## config.mk

```make
export PLATFORM = sky130hd
export DESIGN_NAME = rep_code_tx
export DESIGN_NICKNAME = d
export VERILOG_FILES = /design/src/rtl/rep_code_pkg.sv /design/src/rtl/rep_code_repeater.sv /design/src/rtl/rep_code_tx.sv
export SDC_FILE = /design/constraint.sdc
export NUM_CORES = 1
export LEC_CHECK = 0
export ABC_AREA = 1
export CAP_MARGIN = 20
export CORE_ASPECT_RATIO = 0.9
export CORE_MARGIN = 8
export CORE_UTILIZATION = 51
export DETAILED_ROUTE_END_ITERATION = 6
export GPL_ROUTABILITY_DRIVEN = 1
export GPL_TIMING_DRIVEN = 0
export PLACE_DENSITY = 0.77
export SYNTH_ARGS = -nofsm -noshare
export SYNTH_HDL_FRONTEND = slang
export SYNTH_SLANG_ARGS = --single-unit
```

## constraint.sdc

```tcl
create_clock -name clk -period 1.8 [get_ports clk]
set_input_delay 0.36 -clock clk [delete_from_list [all_inputs] [get_ports clk]]
set_output_delay 0.36 -clock clk [all_outputs]
set_load 0.05 [all_outputs]
```

## src/rtl/rep_code_pkg.sv

```systemverilog
// Shared types and constants for the repetition-code transmitter.
// Latency: n/a (declarations only).
// Backpressure: n/a.
//
// Contents: FSM state enum, default DATA_W/REP, and a helper that returns
// the number of channel symbols produced per accepted word. Parity builds
// (REP_CODE_PARITY_EN defined) add one extra bit period per word.
package rep_code_pkg;

   typedef enum logic [1:0] {
      IDLE = 2'd0,
      SEND = 2'd1,
      PAR  = 2'd2
   } state_t;

   localparam int DATA_W_DEF = 8;
   localparam int REP_DEF    = 4;

   function automatic int syms_per_word(input int data_w, input int rep);
`ifdef REP_CODE_PARITY_EN
      return (data_w + 1) * rep;
`else
      return data_w * rep;
`endif
   endfunction

endpackage

```

## src/rtl/rep_code_repeater.sv

```systemverilog
// Copy counter: counts handshakes of the current bit and flags its last copy.
// Latency: last_copy is combinational from the registered count.
// Backpressure: count only advances on step, so it holds while stalled.
//
// Ports: clk, rst_n (sync, active-low), step (symbol handshake),
//        clear (restart at copy 0), last_copy (current copy is REP-1).
module rep_code_repeater
   import rep_code_pkg::*;
#(
   parameter int REP = REP_DEF
) (
   input  logic clk,
   input  logic rst_n,
   input  logic step,
   input  logic clear,
   output logic last_copy
);

   // A single-copy code still needs a 1-bit counter so the compare is legal.
   localparam int CW = (REP > 1) ? $clog2(REP) : 1;
   localparam logic [CW-1:0] REP_LAST = CW'(REP - 1);

   logic [CW-1:0] rep_cnt_q;

   assign last_copy = (rep_cnt_q == REP_LAST);

   always_ff @(posedge clk) begin
      if (!rst_n) begin
         rep_cnt_q <= '0;
      end else if (clear) begin
         rep_cnt_q <= '0;
      end else if (step) begin
         // Wraps only by explicit clear on the final copy, never by overflow.
         if (last_copy) rep_cnt_q <= '0;
         else           rep_cnt_q <= rep_cnt_q + CW'(1);
      end
   end

endmodule

```

## src/rtl/rep_code_tx.sv

```systemverilog
// Repetition-code transmitter: serialises a word LSB-first, each bit REP times.
// Latency: word accepted at edge N -> first symbol valid in cycle N+1.
// Backpressure: tx_ready low freezes tx_bit, shift register and counters.
//
// Ports: clk, rst_n (sync, active-low); in_valid/in_ready/in_data word input;
//        tx_valid/tx_ready/tx_bit symbol output; busy (word in flight);
//        done (one-cycle pulse after the final symbol handshake).
// Option: REP_CODE_PARITY_EN appends an even-parity bit (REP copies) after
//         the MSB; parity is taken from the word at capture.
module rep_code_tx
   import rep_code_pkg::*;
#(
   parameter int DATA_W = DATA_W_DEF,
   parameter int REP    = REP_DEF
) (
   input  logic              clk,
   input  logic              rst_n,
   input  logic              in_valid,
   output logic              in_ready,
   input  logic [DATA_W-1:0] in_data,
   output logic              tx_valid,
   input  logic              tx_ready,
   output logic              tx_bit,
   output logic              busy,
   output logic              done
);

   localparam int BW = $clog2(DATA_W + 1);
   localparam logic [BW-1:0] BIT_LAST = BW'(DATA_W - 1);

   state_t            state_q, state_n;
   logic [DATA_W-1:0] shreg_q, shreg_n;
   logic [BW-1:0]     bit_cnt_q, bit_cnt_n;
   logic              tx_valid_q, tx_bit_q, busy_q, done_q, in_ready_q;
   logic              tx_bit_n, done_n;
   logic              accept, hs, last_copy;
`ifdef REP_CODE_PARITY_EN
   logic              par_q, par_n;
`endif

   // in_ready_q is high only while IDLE, and low during reset.
   assign accept = in_valid && in_ready_q;
   assign hs     = tx_valid_q && tx_ready;

   rep_code_repeater #(
      .REP (REP)
   ) u_repeater (
      .clk       (clk),
      .rst_n     (rst_n),
      .step      (hs),
      .clear     (accept),
      .last_copy (last_copy)
   );

   always_comb begin
      state_n   = state_q;
      shreg_n   = shreg_q;
      bit_cnt_n = bit_cnt_q;
      done_n    = 1'b0;
`ifdef REP_CODE_PARITY_EN
      par_n     = par_q;
`endif
      case (state_q)
         IDLE: begin
            if (accept) begin
               shreg_n   = in_data;
               bit_cnt_n = '0;
               state_n   = SEND;
`ifdef REP_CODE_PARITY_EN
               par_n     = ^in_data;
`endif
            end
         end
         SEND: begin
            if (hs && last_copy) begin
               shreg_n   = shreg_q >> 1;
               bit_cnt_n = bit_cnt_q + BW'(1);
               if (bit_cnt_q == BIT_LAST) begin
`ifdef REP_CODE_PARITY_EN
                  state_n = PAR;
`else
                  state_n = IDLE;
                  done_n  = 1'b1;
`endif
               end
            end
         end
`ifdef REP_CODE_PARITY_EN
         PAR: begin
            if (hs && last_copy) begin
               state_n = IDLE;
               done_n  = 1'b1;
            end
         end
`endif
         default: state_n = IDLE;
      endcase

      // Outputs are registered, so they are derived from the next state.
      tx_bit_n = 1'b0;
      if (state_n == SEND) tx_bit_n = shreg_n[0];
`ifdef REP_CODE_PARITY_EN
      else if (state_n == PAR) tx_bit_n = par_n;
`endif
   end

   always_ff @(posedge clk) begin
      if (!rst_n) begin
         state_q    <= IDLE;
         shreg_q    <= '0;
         bit_cnt_q  <= '0;
         tx_valid_q <= 1'b0;
         tx_bit_q   <= 1'b0;
         busy_q     <= 1'b0;
         done_q     <= 1'b0;
         in_ready_q <= 1'b0;
`ifdef REP_CODE_PARITY_EN
         par_q      <= 1'b0;
`endif
      end else begin
         state_q    <= state_n;
         shreg_q    <= shreg_n;
         bit_cnt_q  <= bit_cnt_n;
         tx_valid_q <= (state_n != IDLE);
         tx_bit_q   <= tx_bit_n;
         busy_q     <= (state_n != IDLE);
         done_q     <= done_n;
         in_ready_q <= (state_n == IDLE);
`ifdef REP_CODE_PARITY_EN
         par_q      <= par_n;
`endif
      end
   end

   assign in_ready = in_ready_q;
   assign tx_valid = tx_valid_q;
   assign tx_bit   = tx_bit_q;
   assign busy     = busy_q;
   assign done     = done_q;

endmodule

```

==> impl_metrics.env <==
export IMPL_utilization_pct=64.62
export IMPL_end_kind="primary output"
export IMPL_rrSetupSlack_ps=290
export IMPL_relSlewSlack_pct=65.99
export IMPL_synth_area_per_cell_um2=6.785
export IMPL_cts_inserted_buffers=3
export IMPL_crit_start="busy"
export IMPL_status="finished, final reports clean"
export IMPL_drt_total_wl_um=2211
export IMPL_ys_seq_elements=20
export IMPL_nets=183
export IMPL_timing_hold_ws_ps=341.0
export IMPL_layout_drive_gt1_share_pct=9.524
export IMPL_core_area_um2=1896
export IMPL_p_leak_nw=0.6069
export IMPL_min_period_over_period_pct=95.03
export IMPL_crit_path_start_kind="flop"
export IMPL_p_int_w=0.0006387
export IMPL_dpl_hpwl_um=1675
export IMPL_yosysUniqueCellTypes=22
export IMPL_grt_overflow=0
export IMPL_timing_final_max_slew_violations=0
export IMPL_dr_pass1_iters=4
export IMPL_yosys_warnings=0
export IMPL_root_buffer="clkbuf_4"
export IMPL_reg2reg_from="u_repeater.rep_cnt_q[0]"
export IMPL_numPortBuffers=15
export IMPL_min_path_type="in2reg"
export IMPL_cts_buffer_depth=2
export IMPL_drtIter0Drc=39
export IMPL_htreeDepth=1
export IMPL_peakVddDrop_mv=0.4537
export IMPL_synth_top_cell_by_area="dfxtp_1"
export IMPL_grt_pass1_vias=836
export IMPL_die_y_um=58.24
export IMPL_worstSetupPathType="reg2out"
export IMPL_switchingPower_w=0.0002246
export IMPL_drtAntennaViolNets=0
export IMPL_antenna_found_initial=0
export IMPL_pwr_share_comb_pct=14.9
export IMPL_yosys_area_top_type_share_pct=39.60
export IMPL_syn_nets=163
export IMPL_ctsHoldBuffers=0
export IMPL_period_needed_ps=1711
export IMPL_crit_required_ps=1440
export IMPL_layout_common_cells="nand2_1 (42), nor2_1 (31), dfxtp_1 (20)"
export IMPL_grt_max_degree=12
export IMPL_clock_fmax_ghz=0.5846
export IMPL_insertion_delay_ps=310
export IMPL_power_density_nw_per_um2=704.8
export IMPL_num_vias=940
export IMPL_antenna_cells=0
export IMPL_min_from="rst_n"
export IMPL_worstPathArrival_ps=1350
export IMPL_worst_pin_slew_ps=509.3
export IMPL_cp_cell_sequence="dlygate4sd2_1"
export IMPL_vias_per_cell=4.870
export IMPL_post_cts_buffers=0
export IMPL_mostFrequentLayoutCell="nand2_1"
export IMPL_start_util_pct=53.33
export IMPL_rows=15
export IMPL_setup_ws_ps=89.42
export IMPL_r2r_end="bit_cnt_q[1]"
export IMPL_fin_setup_tns_ps=0
export IMPL_skew_ps=12.90
export IMPL_path_delay_family="buffers and inverters"
export IMPL_netlist_area_um2=1011
export IMPL_grt_total_usage_pct=12.38
export IMPL_clkPwrFrac_pct=30.1
export IMPL_fp_dieW_um=62.93
export IMPL_min_delay_path_depth=3
export IMPL_seqPwrFrac_pct=55.0
export IMPL_p_sw_share_pct=26.02
export IMPL_r2r_cells=7
export IMPL_setup_viol=0
export IMPL_cts_sinks=20
export IMPL_place_inst=189
export IMPL_worstPathMaxFanout=6
export IMPL_whs_endpoint="bit_cnt_q[0]"
export IMPL_slowest_stage="dlygate4sd2_1"
export IMPL_place_congestion=0.7834
export IMPL_yosysSeqAreaShare_pct=39.60
export IMPL_yosys_top_cells_area="dfxtp_1 (40%), nand2_1 (16%), nor2_1 (12%)"
export IMPL_cp_buffers_inverters=1
export IMPL_syn_inst=149
export IMPL_num_io_pins=17
export IMPL_finalNonFillerCells=193
export IMPL_report_final_hold_viol_count=0
export IMPL_clkSlewWorstSetupHoldPaths_ps=120
export IMPL_max_cap_violations=0
export IMPL_cts_tree="done"
export IMPL_dp_slack_ps=0.1469
export IMPL_drc=0
export IMPL_grt_pass1_wl_um=3726
export IMPL_slowest_delay_ps=570
export IMPL_wl_per_cell_um=11.46
export IMPL_rsz0062_at_grt="false"
export IMPL_die_area_um2=3665
export IMPL_areaGrowthSynthToFinish_pct=21.16
kinds of logic after synthesis:
kind of cell / share of synthesized area, %
AO/OA/AOI/OAI: 4.951
XOR/XNOR: 0.8665
adder cells (fa/ha/maj): 2.475
buffers and inverters: 9.528
flip-flops: 39.60
other: 0.3709
AND/OR/NAND/NOR: 42.20
Yosys cell counts (all sizes together):
library cell,n
a21oi,6
buf,3
clkbuf,1
conb,1
dfxtp,20
ha,2
inv,18
nand2,45
nand3,12
nand4,2
nor2,32
nor3,2
nor4,2
o21ai,1
o21bai,1
xnor2,1
final cells by class:
| class | count | area (um2) |
|---|---|---|
| inverters | 18 | 67.56 |
| clock buffers | 4 | 36.28 |
| fillers | 169 | 670.6 |
| plain buffers | 4 | 28.78 |
| multi-input cells | 107 | 514.2 |
| well taps | 25 | 31.28 |
| repair buffers | 15 | 146.4 |
| flip-flops and latches | 20 | 400.4 |
metrics by stage:
stage / cell area, um2 / power (W)
floorplan: 1011 / 0.0005665
global placement: 1192 / 0.0006108
detailed placement: 1192 / 0.0006153
CTS: 1222 / 0.0008708
global route: 1225 / 0.0009069
finish: 1225 / 0.0008633
state kept, by name (all words and copies together) (netlist names):
name                  cells
u_repeater.rep_cnt_q      2
state_q                   2
busy                      1
shreg_q                   8
bit_cnt_q                 4
in_ready                  1
done                      1
tx_bit                    1
worst max path at each step:
| stage | cells past startpoint | slack [ps] | to |
|---|---|---|---|
| after floorplan | 6 | 280 | bit_cnt_q[1] |
| after global placement | 7 | 30 | bit_cnt_q[1] |
| after detailed placement | 7 | 0.1 | bit_cnt_q[1] |
| after CTS | 1 | 3 | tx_bit |
| after global routing | 1 | 20 | busy |
| final | 1 | 90 | busy |
repair_timing:
item                                    CTS  global route
gates resized for setup                   5             1
hold endpoints to repair                  0             0
endpoints found under the setup margin    4             1
pin swaps                                 0             0
power by group through the flow:
stage | sequential, W | clock (W) | combinational (W)
finish | 0.000475 | 0.000260 | 0.000128
floorplan | 0.000492 | 0 | 0.0000741
global placement | 0.000484 | 0 | 0.000127
CTS | 0.000475 | 0.000267 | 0.000129
global route | 0.000478 | 0.000286 | 0.000143
detailed placement | 0.000485 | 0 | 0.000130
layer usage:
metal,GRT usage (%),up-vias,part of all wire (%)
li1,-,496,-
met1,14.54,428,45
met2,21.46,14,50
met3,4.423,2,4.1
met4,1.948,0,0.54
met5,0,-,0
Power figures use the tool's default switching activity.
